### src/rtl/aes_decrypt_wrapper_top.sv
// rtl/aes_decrypt_wrapper_top.sv - AES-128 receive wrapper: serial ciphertext in, decrypt core handshake, serial plaintext out
// Optional decrypt watchdog enabled by defining AES_DEC_TIMEOUT_EN.
module aes_decrypt_wrapper_top #(
    parameter logic [127:0] KEY            = 128'h100F0E0D0C0B0A090807060504030201,
    parameter logic [127:0] EXP_PLAIN      = 128'h00112233445566778899AABBCCDDEEFF,
    parameter int           TIMEOUT_CYCLES = 64
) (
    input  logic         clk,
    input  logic         rst_n,
    input  logic         ser_in,
    input  logic         ser_in_valid,
    output logic         ser_out,
    output logic         ser_out_valid,
    output logic         busy,
    output logic         dec_start,
    output logic [127:0] dec_cipher,
    output logic [127:0] dec_key,
    input  logic [127:0] dec_plain,
    input  logic         dec_done,
    output logic [15:0]  led
);

    typedef enum logic [1:0] {S_RX, S_START, S_WAIT, S_TX} state_t;

    state_t       r_state;
    state_t       w_state_nxt;
    logic [6:0]   r_cnt;
    logic [127:0] r_cipher;
    logic [127:0] r_plain;
    logic         r_dec_start;
    logic [2:0]   r_led_match;
    logic         r_led_hi;
    logic         r_ovr;
    logic         w_rx_fire;
    logic         w_capture;
    logic         w_timeout;
    logic         w_to_led;

    assign w_rx_fire = (r_state == S_RX) && ser_in_valid;
    assign w_capture = (r_state == S_WAIT) && dec_done;

`ifdef AES_DEC_TIMEOUT_EN
    localparam int TW = (TIMEOUT_CYCLES > 1) ? $clog2(TIMEOUT_CYCLES) : 1;

    logic [TW-1:0] r_to_cnt;
    logic          r_to_flag;

    // A done arriving on the limit cycle takes priority over the timeout.
    assign w_timeout = (r_state == S_WAIT) && !dec_done && (r_to_cnt == TW'(TIMEOUT_CYCLES - 1));
    assign w_to_led  = r_to_flag;

    always_ff @(posedge clk or negedge rst_n) begin
        if (!rst_n) begin
            r_to_cnt  <= '0;
            r_to_flag <= 1'b0;
        end else begin
            if (r_state == S_WAIT) begin
                r_to_cnt <= r_to_cnt + TW'(1);
            end else begin
                r_to_cnt <= '0;
            end
            if (w_timeout) begin
                r_to_flag <= 1'b1;
            end
        end
    end
`else
    assign w_timeout = 1'b0;
    assign w_to_led  = 1'b0;
`endif

    always_comb begin
        w_state_nxt = r_state;
        case (r_state)
            S_RX:    if (w_rx_fire && (r_cnt == 7'd127)) w_state_nxt = S_START;
            S_START: w_state_nxt = S_WAIT;
            S_WAIT: begin
                if (w_capture) begin
                    w_state_nxt = S_TX;
                end else if (w_timeout) begin
                    w_state_nxt = S_RX;
                end
            end
            S_TX:    if (r_cnt == 7'd127) w_state_nxt = S_RX;
            default: w_state_nxt = S_RX;
        endcase
    end

    // r_cnt serves as the RX bit counter and then the TX bit index; it wraps to 0 at each handoff.
    always_ff @(posedge clk or negedge rst_n) begin
        if (!rst_n) begin
            r_state     <= S_RX;
            r_cnt       <= '0;
            r_cipher    <= '0;
            r_plain     <= '0;
            r_dec_start <= 1'b0;
            r_led_match <= '0;
            r_led_hi    <= 1'b0;
            r_ovr       <= 1'b0;
        end else begin
            r_state     <= w_state_nxt;
            r_dec_start <= (r_state == S_START);
            if (w_rx_fire) begin
                r_cipher <= {r_cipher[126:0], ser_in};
                r_cnt    <= r_cnt + 7'd1;
            end else if (r_state == S_TX) begin
                r_cnt <= r_cnt + 7'd1;
            end
            if (ser_in_valid && (r_state != S_RX)) begin
                r_ovr <= 1'b1;
            end
            if (w_capture) begin
                r_plain     <= dec_plain;
                r_led_match <= {dec_plain == EXP_PLAIN,
                                dec_plain[15:8] == EXP_PLAIN[15:8],
                                dec_plain[7:0] == EXP_PLAIN[7:0]};
                r_led_hi    <= (dec_plain[127:120] == EXP_PLAIN[127:120]);
            end
        end
    end

    // Bit 127-i of the plaintext equals index ~i for a 7-bit i.
    assign ser_out       = (r_state == S_TX) ? r_plain[~r_cnt] : 1'b0;
    assign ser_out_valid = (r_state == S_TX);
    assign busy          = (r_state != S_RX);
    assign dec_start     = r_dec_start;
    assign dec_cipher    = r_cipher;
    assign dec_key       = KEY;
    assign led           = {r_led_hi, w_to_led, r_ovr, 10'b0, r_led_match};

endmodule
### config.mk
export PLATFORM = sky130hd
export DESIGN_NAME = aes_decrypt_wrapper_top
export DESIGN_NICKNAME = d
export VERILOG_FILES = /design/src/rtl/aes_decrypt_wrapper_top.sv
export SDC_FILE = /design/constraint.sdc
export NUM_CORES = 1
export LEC_CHECK = 0
export CAP_MARGIN = 0
export CORE_AREA = 2 2 178 180
export CTS_CLUSTER_DIAMETER = 30
export DETAILED_ROUTE_END_ITERATION = 10
export DIE_AREA = 0 0 180 182
export PLACE_DENSITY = 0.74
export REMOVE_ABC_BUFFERS = 1
export SETUP_SLACK_MARGIN = 0.1
export SLEW_MARGIN = 20
export SYNTH_ARGS = -nofsm -noshare
export SYNTH_HDL_FRONTEND = slang
export SYNTH_SLANG_ARGS = --single-unit
### constraint.sdc
create_clock -name clk -period 2.6 [get_ports clk]
set_input_delay 0.52 -clock clk [delete_from_list [all_inputs] [get_ports clk]]
set_output_delay 0.52 -clock clk [all_outputs]
set_load 0.02 [all_outputs]
==> impl_metrics.tcl <==
set metrics [dict create \
    outcome "complete, but fails checks" \
    violations "negative setup slack" \
    wl_per_cell_um 18.3 \
    hold_slack_ns 0.429 \
    ys_warn_count 0 \
    synth_cell_types 46 \
    vdd_ir_drop_max_mv 0.644 \
    rsz0062_at_grt "true" \
    worstMarginPinSlew_ns 0.787 \
    critPathTopFamily "compound AO/OA/AOI/OAI gates" \
    finalMaxSlewViolations 0 \
    grt_pass1_vias 9668 \
    grt_pass1_wl_mm 54.8 \
    fin_crit_sh 1.35 \
    startpoint_type "flop" \
    worst_path_largest_cell_delay_ns 0.47 \
    netlist_instances 1155 \
    grt_usage 0.214 \
    cp_num_buf_inv 3 \
    clock_skew_ns 0.0222 \
    via_per_inst 4.80 \
    nNetsFinal 1611 \
    yosysTopAreaCell "dfrtp_1" \
    finalNonFillerCells 1930 \
    vias 9264 \
    yosysSeqAreaShare 0.530 \
    synthToLayoutAreaGrowth_pct 40.8 \
    n_fill_cell 2538 \
    cts.path.max_buffers 3 \
    io_buffers 269 \
    grt_overflow_total 0 \
    critPathSlowestCell "mux4_2" \
    crit_path_end_kind "output pin" \
    max_freq_mhz 284 \
    hp-class "in -> async" \
    first_pass_iters 4 \
    htreeDepth 3 \
    worst_ep_arrival_time_ns 3.00 \
    clock_sinks 271 \
    drv_cap 0 \
    start_util 0.413 \
    setup_ws_ns -0.922 \
    cp.required_ns 2.08 \
    placed_cells 1803 \
    coreArea_sq_um 31000 \
    syn_area_per_cell_sq_um 11.1 \
    setup_viol 1 \
    cp_common_cell "buf_6" \
    drtAntennaViolNets 0 \
    cts_tree "built" \
    path_class "reg -> out" \
    antenna_found_initial 2 \
    worstSkewPairLatency_ns 0.55 \
    place.gp.congestion 0.867 \
    post-dp-hpwl_mm 24.3 \
    path_depth 9 \
    yosysTopAreaCellShare 0.530 \
    reg2reg_depth 9 \
    drt_wl_total_mm 35.3 \
    p_leak_uw 0.00860 \
    relSlewSlack 0.476 \
    cts-root-buf "clkbuf_16" \
    placementRows 65 \
    path_max_fanout 7 \
    crit_chain "buf_6 -> mux2i_1 -> mux4_2 -> o2bb2ai_2 -> o41ai_2 -> o21ai_1 -> a221oi_2 -> buf_4 -> buf_6" \
    grt_max_degree 134 \
    antennaDiodeCount 0 \
    drive_above_1_share 0.202 \
    drtIter0Drc 535 \
    synth.area.top_cells "dfrtp_1 53%, mux2_2 12%, nand2_1 12%, buf_4 8.3%, mux4_1 3.1%" \
    dieArea_sq_um 32800 \
    die_h_um 182 \
    ys_ff_latch 271 \
    min_period_ns 3.52 \
    drc 0 \
    io_pins 409 \
    cts_made_buffers 69 \
    syn_area_sq_um 12800 \
    die_w_um 180 \
    hold_viol_final 0 \
    p_per_area_nw_per_um2 1160 \
    clk_pin_slew_ns 0.05 \
]
==> metrics by stage <==
stage | util | total power [uW] | cell area [sq um] | setup WS [ns] | TNS (ns)
after floorplan | - | 9900 | 12000 | -1.55 | -275.76
after CTS | 0.581 | 21000 | 18000 | -0.926 | -0.926
final | 0.582 | 20900 | 18000 | -0.922 | -0.922
after detailed placement | 0.502 | 11900 | 15600 | -0.437 | -0.447
after global placement | 0.502 | 11800 | 15600 | -0.364 | -0.364
after global routing | 0.582 | 21800 | 18000 | -0.994 | -0.994
==> placed cells by master, fill, tap and decap left out, types with 7 or more instances in the layout <==
| cell type | instances |
|---|---|
| mux4_2 | 11 |
| mux2i_1 | 26 |
| clkbuf_1 | 9 |
| clkdlybuf4s50_1 | 265 |
| conb_1 | 139 |
| clkinv_2 | 14 |
| nand2_1 | 393 |
| dfrtp_1 | 270 |
| nor2_1 | 9 |
| buf_4 | 25 |
| nor4b_1 | 7 |
| mux4_1 | 15 |
| a22oi_1 | 7 |
| buf_12 | 8 |
| nand4_1 | 11 |
| clkinvlp_4 | 7 |
| bufinv_16 | 10 |
| clkbuf_16 | 72 |
| mux2_2 | 134 |
==> synthesized netlist by cell type, drive strengths merged <==
master / number
nand4bb: 1
o22a: 1
and2: 3
nor2b: 4
conb: 2
a21o: 2
buf: 155
mux2i: 26
nand2b: 1
a22oi: 7
a2111oi: 1
o41ai: 1
o21ai: 4
a221oi: 1
xnor2: 6
mux4: 26
mux2: 134
nand2: 395
and4b: 5
a211oi: 3
a31oi: 1
o2bb2ai: 1
nor2: 9
nand4: 11
inv: 6
clkbuf: 40
ha: 5
or4: 1
nand4b: 4
nor4bb: 6
nor4b: 7
nor3: 2
o2111ai: 1
nand3b: 1
a21oi: 3
nor4: 5
nand3: 3
dfrtp: 271
==> power breakdown <==
part	total (uW)	switching, uW	internal, uW
clock	8840	2640	6200
sequential	6380	897	5480
combinational	5690	2650	3040
==> layout make-up <==
class / instances / area (sq um) / area share
well taps: 402 / 503 / 0.0279
flip-flops and latches: 271 / 6780 / 0.376
multi-input cells: 820 / 5220 / 0.289
clock inverters: 39 / 500 / 0.0278
inverters: 6 / 22.5 / 0.00125
repair buffers: 305 / 3080 / 0.171
clock buffers: 87 / 1920 / 0.106
==> flip-flops by register name (all words and copies together), names as in the netlist <==
register,count
dec_cipher,128
r_plain,128
r_cnt,7
r_led_match,3
r_state,2
dec_start,1
r_led_hi,1
r_ovr,1
==> final timing paths <==
check	from	end	slack, ns
setup / recovery	r_cnt[0]	ser_out	-0.92
setup reg to reg	r_cnt[0]	r_state[1]	0.42
max in group asynchronous	rst_n	dec_cipher[29]	1.46
hold / removal	rst_n	dec_cipher[63]	0.43
min in group clk	dec_cipher[127]	dec_cipher[127]	0.48
hold reg to reg	dec_cipher[127]	dec_cipher[127]	0.48
==> worst register-to-register path: cells and delay by family (launching register included) <==
kind	cells	cell delay [ns]
buffers and inverters	2	0.43
flip-flops	1	0.41
adder cells (fa/ha/maj)	1	0.17
multiplexers	1	0.35
AND/OR/NAND/NOR	3	0.31
AO/OA/AOI/OAI	2	0.38
==> cell families (layout without fill, tap and decap cells) <==
group	after synthesis	in the layout	synth area share
xor+xnor	6	6	0.00411
compound gates	26	26	0.0155
buf+inv	201	437	0.106
fa+ha+maj	5	5	0.00489
flops	271	271	0.530
other cells	2	139	0.000587
simple gates	458	458	0.150
mux	186	186	0.188
==> per-layer routing <==
layer	up-vias	part of all wire	GRT usage
li1	4235	-	-
met5	-	0.00062	0
met4	4	0.026	0.0820
met2	386	0.48	0.348
met1	4572	0.40	0.253
met3	67	0.097	0.0872
==> timing repair <==
action                                  in CTS  in global routing
hold buffers                                 1                  0
gates resized for setup                      6                  3
endpoints found under the setup margin       3                  2
endpoints found under the hold margin       32                  0
pin swaps                                    3                  1
setup buffers                                0                  0
(Power assumes the default switching activity.)
